**config.mk**
```make
export PLATFORM = sky130hd
export DESIGN_NAME = gcm_ctr_sequencer
export DESIGN_NICKNAME = d
export VERILOG_FILES = /design/src/rtl/gcm_ctr_sequencer.sv
export SDC_FILE = /design/constraint.sdc
export NUM_CORES = 2
export LEC_CHECK = 0
export CORE_AREA = 2 2 541 543
export CTS_BUF_LIST = sky130_fd_sc_hd__clkbuf_8 sky130_fd_sc_hd__clkbuf_16
export CTS_CLUSTER_DIAMETER = 200
export CTS_CLUSTER_SIZE = 16
export DETAILED_ROUTE_END_ITERATION = 12
export DIE_AREA = 0 0 543 545
export SETUP_SLACK_MARGIN = 0.3
export SYNTH_ARGS = -nofsm -noshare
export SYNTH_HDL_FRONTEND = slang
export SYNTH_SLANG_ARGS = --single-unit
```
**constraint.sdc**
```tcl
create_clock -name clk -period 4.1 [get_ports clk]
set_clock_uncertainty 0.2 [all_clocks]
set_input_delay 1.025 -clock clk [delete_from_list [all_inputs] [get_ports clk]]
set_output_delay 1.025 -clock clk [all_outputs]
set_load 0.005 [all_outputs]
```
**src/rtl/gcm_ctr_sequencer.sv**
```systemverilog
// gcm_ctr_sequencer: framing and counter sequencer for the AES-GCM front end.
// Every accepted plaintext block leaves one cycle later with its counter block
// IV||ctr and its trailing invalid bytes zeroed. The cycle after a message's
// last block emits the GHASH length block len(A)||len(C). The sideband word
// travels through a fixed-latency delay line so it stays aligned with the
// downstream cipher pipeline.
module gcm_ctr_sequencer #(
  parameter int DATA_W     = 128,
  parameter int IV_W       = 96,
  parameter int BYPASS_W   = 289,
  parameter int BYPASS_LAT = 4
) (
  input  logic                clk,
  input  logic                reset,
  input  logic                i_new,
  input  logic                i_last,
  input  logic [IV_W-1:0]     i_iv,
  input  logic [63:0]         i_aad_bits,
  input  logic [4:0]          i_valid_bytes,
  input  logic [DATA_W-1:0]   i_plain_text,
  input  logic [BYPASS_W-1:0] i_bypass_text,
  output logic                o_valid,
  output logic                o_last,
  output logic [DATA_W-1:0]   o_ctr_block,
  output logic [DATA_W-1:0]   o_plain_text,
  output logic [DATA_W-1:0]   o_j0,
  output logic                o_len_valid,
  output logic [DATA_W-1:0]   o_len_block,
  output logic [BYPASS_W-1:0] o_bypass_text,
  output logic                o_drop,
  output logic                o_busy
);

  localparam int CTR_W = DATA_W - IV_W;
  localparam int NB    = DATA_W / 8;

  typedef enum logic [1:0] {
    ST_IDLE = 2'd0,
    ST_RUN  = 2'd1,
    ST_LEN  = 2'd2
  } state_e;

  state_e              state_q, state_d;
  logic [IV_W-1:0]     iv_q, iv_d;
  logic [63:0]         aad_q, aad_d;
  logic [CTR_W-1:0]    ctr_q, ctr_d;
  logic [60:0]         byte_cnt_q, byte_cnt_d;
  logic                valid_q, valid_d;
  logic                last_q, last_d;
  logic [DATA_W-1:0]   ctr_block_q, ctr_block_d;
  logic [DATA_W-1:0]   plain_q, plain_d;
  logic [DATA_W-1:0]   j0_q, j0_d;
  logic                len_valid_q, len_valid_d;
  logic [DATA_W-1:0]   len_block_q, len_block_d;
  logic                drop_q, drop_d;
  logic                busy_q, busy_d;
  logic [BYPASS_W-1:0] byp_q [BYPASS_LAT];
  logic [BYPASS_W-1:0] byp_d [BYPASS_LAT];

  // Scratch values for the block being accepted this cycle.
  logic                accept;
  logic [IV_W-1:0]     blk_iv;
  logic [CTR_W-1:0]    blk_ctr;
  logic [4:0]          eff_bytes;
  logic [DATA_W-1:0]   masked_text;

  // Byte masking: a zero byte count means a full block.
  always_comb begin
    eff_bytes   = (i_valid_bytes == 5'd0) ? 5'd16 : i_valid_bytes;
    masked_text = '0;
    for (int b = 0; b < NB; b++) begin
      if (5'(b) < eff_bytes) begin
        masked_text[DATA_W-1-8*b -: 8] = i_plain_text[DATA_W-1-8*b -: 8];
      end
    end
  end

  // Next-state and next-output logic for the message sequencer.
  always_comb begin
    // NOTE: every variable gets a default here so no path leaves it unassigned;
    // a missing default would make synthesis infer a latch.
    state_d     = state_q;
    iv_d        = iv_q;
    aad_d       = aad_q;
    ctr_d       = ctr_q;
    byte_cnt_d  = byte_cnt_q;
    valid_d     = 1'b0;
    last_d      = 1'b0;
    ctr_block_d = ctr_block_q;
    plain_d     = plain_q;
    j0_d        = j0_q;
    len_valid_d = 1'b0;
    len_block_d = len_block_q;
    drop_d      = 1'b0;
    accept      = 1'b0;
    blk_iv      = iv_q;
    blk_ctr     = ctr_q;

    unique case (state_q)
      ST_IDLE: begin
        if (i_new) begin
          // First block of a message: capture IV/AAD and start at ctr = 2,
          // since ctr = 1 is reserved for J0 (the tag mask).
          accept     = 1'b1;
          iv_d       = i_iv;
          aad_d      = i_aad_bits;
          j0_d       = {i_iv, CTR_W'(1)};
          blk_iv     = i_iv;
          blk_ctr    = CTR_W'(2);
          ctr_d      = CTR_W'(3);
          byte_cnt_d = 61'(eff_bytes);
          state_d    = i_last ? ST_LEN : ST_RUN;
        end
      end
      ST_RUN: begin
        if (i_new) begin
          accept     = 1'b1;
          blk_ctr    = ctr_q;
          ctr_d      = ctr_q + CTR_W'(1);
          byte_cnt_d = byte_cnt_q + 61'(eff_bytes);
          if (i_last) state_d = ST_LEN;
        end
      end
      ST_LEN: begin
        // Single stall cycle: emit the length block; any block offered now is
        // rejected and flagged.
        len_valid_d = 1'b1;
        len_block_d = {aad_q, byte_cnt_q, 3'b000};
        ctr_d       = '0;
        byte_cnt_d  = '0;
        drop_d      = i_new;
        state_d     = ST_IDLE;
      end
      default: state_d = ST_IDLE;
    endcase

    if (accept) begin
      valid_d     = 1'b1;
      last_d      = i_last;
      ctr_block_d = {blk_iv, blk_ctr};
      plain_d     = masked_text;
    end

    busy_d = (state_d != ST_IDLE);
  end

  // State and registered outputs.
  always_ff @(posedge clk) begin
    // NOTE: sequential state uses non-blocking assignments so every flop
    // samples the pre-edge values regardless of statement order.
    if (reset) begin
      state_q     <= ST_IDLE;
      iv_q        <= '0;
      aad_q       <= '0;
      ctr_q       <= '0;
      byte_cnt_q  <= '0;
      valid_q     <= 1'b0;
      last_q      <= 1'b0;
      ctr_block_q <= '0;
      plain_q     <= '0;
      j0_q        <= '0;
      len_valid_q <= 1'b0;
      len_block_q <= '0;
      drop_q      <= 1'b0;
      busy_q      <= 1'b0;
    end else begin
      state_q     <= state_d;
      iv_q        <= iv_d;
      aad_q       <= aad_d;
      ctr_q       <= ctr_d;
      byte_cnt_q  <= byte_cnt_d;
      valid_q     <= valid_d;
      last_q      <= last_d;
      ctr_block_q <= ctr_block_d;
      plain_q     <= plain_d;
      j0_q        <= j0_d;
      len_valid_q <= len_valid_d;
      len_block_q <= len_block_d;
      drop_q      <= drop_d;
      busy_q      <= busy_d;
    end
  end

  // Sideband delay line: shifts every cycle, independent of framing.
  always_comb begin
    byp_d[0] = i_bypass_text;
    for (int i = 1; i < BYPASS_LAT; i++) begin
      byp_d[i] = byp_q[i-1];
    end
  end

  // Sideband delay line registers.
  always_ff @(posedge clk) begin
    // NOTE: this small storage array is reset on purpose so stale sideband
    // words never leak out after a reset; large RAM-like arrays would not be.
    if (reset) begin
      for (int i = 0; i < BYPASS_LAT; i++) byp_q[i] <= '0;
    end else begin
      for (int i = 0; i < BYPASS_LAT; i++) byp_q[i] <= byp_d[i];
    end
  end

  assign o_valid       = valid_q;
  assign o_last        = last_q;
  assign o_ctr_block   = ctr_block_q;
  assign o_plain_text  = plain_q;
  assign o_j0          = j0_q;
  assign o_len_valid   = len_valid_q;
  assign o_len_block   = len_block_q;
  assign o_drop        = drop_q;
  assign o_busy        = busy_q;
  assign o_bypass_text = byp_q[BYPASS_LAT-1];

endmodule

```
==> qor.csv <==
stage;metric;value;unit
detailed_routing;drc;0;
yosys;synthArstFlopShare;0;
sta;max-slew-margin-rel;0.2161;
sta;period_share;0.8064;
die;die_h;545;µm
yosys;syn_area;58420;µm²
worst_setup_path;worst_ep_required_time;4.60;ns
sta;tns;0;ns
global_route;grt_pass1_wl;308.6;mm
clock_tree;htreeDepth;4;
sta;grt_setup_unrepaired;false;
global_route;grt_pass1_vias;41300;
sta;worstMarginPinSlew;1.176;ns
yosys;synth_ff_type;dfxtp_1;
sta;timing.hold.ws;0.1637;ns
final_layout;layout_common_cells;dfxtp_1 (1894), clkdlybuf4s50_1 (1356), nor2b_1 (1160), a21oi_1 (495), nor2_1 (408);
clock_tree;cts_resized;0;
worst_setup_path;cp.depth;12;
hold_path;min_path_cells;1;
die;die_w;543;µm
worst_setup_path;timing.rr.end;o_ctr_block[77]$_SDFFE_PP0P_;
detailed_routing;antenna_left;0;
hold_path;hold_start;byp_q[0][12]$_SDFF_PP0_;
clock_tree;cts_made_buffers;140;
worst_setup_path;critPathBufInv;4;
power;total_power;36.17;mW
detailed_routing;wl_per_cell;21.00;µm
clock_tree;insertion_delay;0.82;ns
die;dieArea;295900;µm²
final_layout;mostFrequentLayoutCell;dfxtp_1;
yosys;avgSynthCellArea;10.53;µm²
clock_tree;cts_tree;yes;
yosys;synthCells;5546;
worst_setup_path;crit_path_end_kind;flop;
sta;drv_slew;0;
worst_setup_path;r2r-start;state_q[0]$_SDFF_PP0_;
status;status;finished, final reports clean;
sta;finalHoldViolCount;0;
clock_tree;hold_buffers;0;
final_layout;fin_util;0.2767;
detailed_routing;vias_per_cell;3.946;
yosys;ys_warn_count;0;
worst_setup_path;critPathKind;in2reg;
sta;max_freq;0.3025;GHz
worst_setup_path;critPathTopFamily;buffers and inverters;
worst_setup_path;crit_slowest_cell;clkdlybuf4s50_1;
worst_setup_path;crit_chain;clkdlybuf4s50_1, nor4_1, buf_4, nor2_2, clkinv_1, ha_1, o21ai_0, o21bai_2, buf_4, nand3_1, or4_1, a21oi_1;
yosys;synth_edf_count;0;
yosys;synth_top_area_share;0.6490;
final_layout;layout-drive-gt1-share;0.04272;
yosys;synth.area.top_cells;dfxtp_1 (65%), nor2b_1 (12%), a21oi_1 (4.2%);
job;max_cap_violations;0;
yosys;yosys.area.top_type;dfxtp_1;
final_layout;final_cell_area;80280;µm²
sta;setup_viol;0;
worst_setup_path;cp_max_fo;10;
final_layout;syn_to_final_growth;37.41;%
place;post-place-ws;0.01372;ns
worst_setup_path;cp.arrival;3.81;ns
die;boundaryPins;1392;
place;dpl_cell_area;76530;µm²
detailed_routing;drt-initial-drc-count;2580;
final_layout;instances_no_fill;10740;
sta;fin_ws;0.7939;ns
clock_tree;cts.path.max_buffers;4;
die;initial_core_util;0.2014;
global_route;antenna_found_initial;102;
die;num_rows;198;
clock_tree;post-cts-setup-buffers;0;
yosys;seq_area_frac_synth;0.6490;
global_route;grtUsageTotal;0.1445;
power;power_density;450.6;nW/µm²
worst_setup_path;cpPeakStageDelay;0.54;ns
worst_setup_path;ff2ff_setup_slack;1.12;ns
place;port-buffer-count;1357;
power;ir_worst_vdd;0.0003665;V
worst_setup_path;cp-start-kind;input pin;
hold_path;hp-class;reg2reg;
clock_tree;clock_sinks;1894;
place;place_hpwl;175.9;mm
power;leakage;29.05;nW
worst_setup_path;crit_top_cell;buf_4;
sta;period_minus_slack;3.306;ns
worst_setup_path;rr_worst_depth;7;
global_route;grt_overflow;0;
detailed_routing;drt_first_pass_iters;6;
place;gp_congestion;0.8844;
hold_path;min_to;byp_q[1][12]$_SDFF_PP0_;
die;fp.coreArea;290100;µm²
clock_tree;ctsRootBufferMaster;clkbuf_16;
detailed_routing;vias;42400;
global_route;grt_max_degree;207;
yosys;ys_seq_elements;1894;
yosys;synth_cell_type_count;70;
clock_tree;clk_pin_slew;0.08;ns
place;dp.cells;10560;
worst_setup_path;critPathLaunch;i_valid_bytes[2];
final_layout;fin_nets;7399;
detailed_routing;drt_wl_total;225.6;mm
-- layout make-up --
cell class | count | area [µm²]
fill | 30180 | 209800
sequential | 1894 | 37920
multi-input combinational | 3284 | 18990
timing repair buffer | 1467 | 14680
tap | 3900 | 4880
clock buffer | 140 | 3503
clock inverter | 11 | 168.9
antenna | 31 | 77.57
inverter | 16 | 60.06
-- where the power goes --
part | internal [mW] | total [mW] | switching, mW
logic | 1.88 | 3.79 | 1.91
clock network | 6.15 | 12.7 | 6.57
registers | 19.3 | 19.7 | 0.415
-- sequential cells by signal (all words and copies together) (netlist names), 2 cells and up --
name,flops
byp_q,1156
o_ctr_block,128
o_plain_text,128
o_len_block,125
o_j0,97
iv_q,96
aad_q,64
byte_cnt_q,61
ctr_q,32
state_q,2
-- cell usage after synthesis, drive strengths merged (4+ instances only) --
cell,number
buf,79
and2,7
o31ai,27
o41ai,7
inv,15
xnor2,13
a21boi,96
nor2,411
or4,26
and3,16
nor4,5
xor2,21
clkbuf,306
o21ai,34
or3,21
nand2b,123
o311ai,4
dfxtp,1894
nor3b,26
nand3,43
nand4,31
ha,9
mux2i,126
nor2b,1161
and4,9
nor3,22
nand2,385
a21oi,496
a211oi,100
-- layer usage --
layer	wire, µm	up-vias	track usage
li1	-	20310	-
met1	83100	20040	0.1530
met2	110700	1566	0.2573
met3	19830	423	0.05081
met4	11610	62	0.06329
met5	406	-	0
-- logic make-up after synthesis --
| group | share of synthesized area |
|---|---|
| flip-flops | 0.6490 |
| XOR/XNOR | 0.005097 |
| adder cells (fa/ha/maj) | 0.002270 |
| AO/OA/AOI/OAI | 0.07915 |
| buffers and inverters | 0.02885 |
| AND/OR/NAND/NOR | 0.2140 |
| other | 0.00006419 |
| multiplexers | 0.02159 |
-- how the worst max path moves through the flow --
stage | slack, ns | end
floorplan | 0.37 | byte_cnt_q[60]$_SDFFE_PP0P_
global placement | 0.06 | byte_cnt_q[50]$_SDFFE_PP0P_
detailed placement | 0.01 | byte_cnt_q[50]$_SDFFE_PP0P_
CTS | 0.65 | o_plain_text[8]
global route | 0.68 | byte_cnt_q[54]$_SDFFE_PP0P_
finish | 0.79 | byte_cnt_q[50]$_SDFFE_PP0P_
Note: power is estimated with default switching activity, not from simulation.
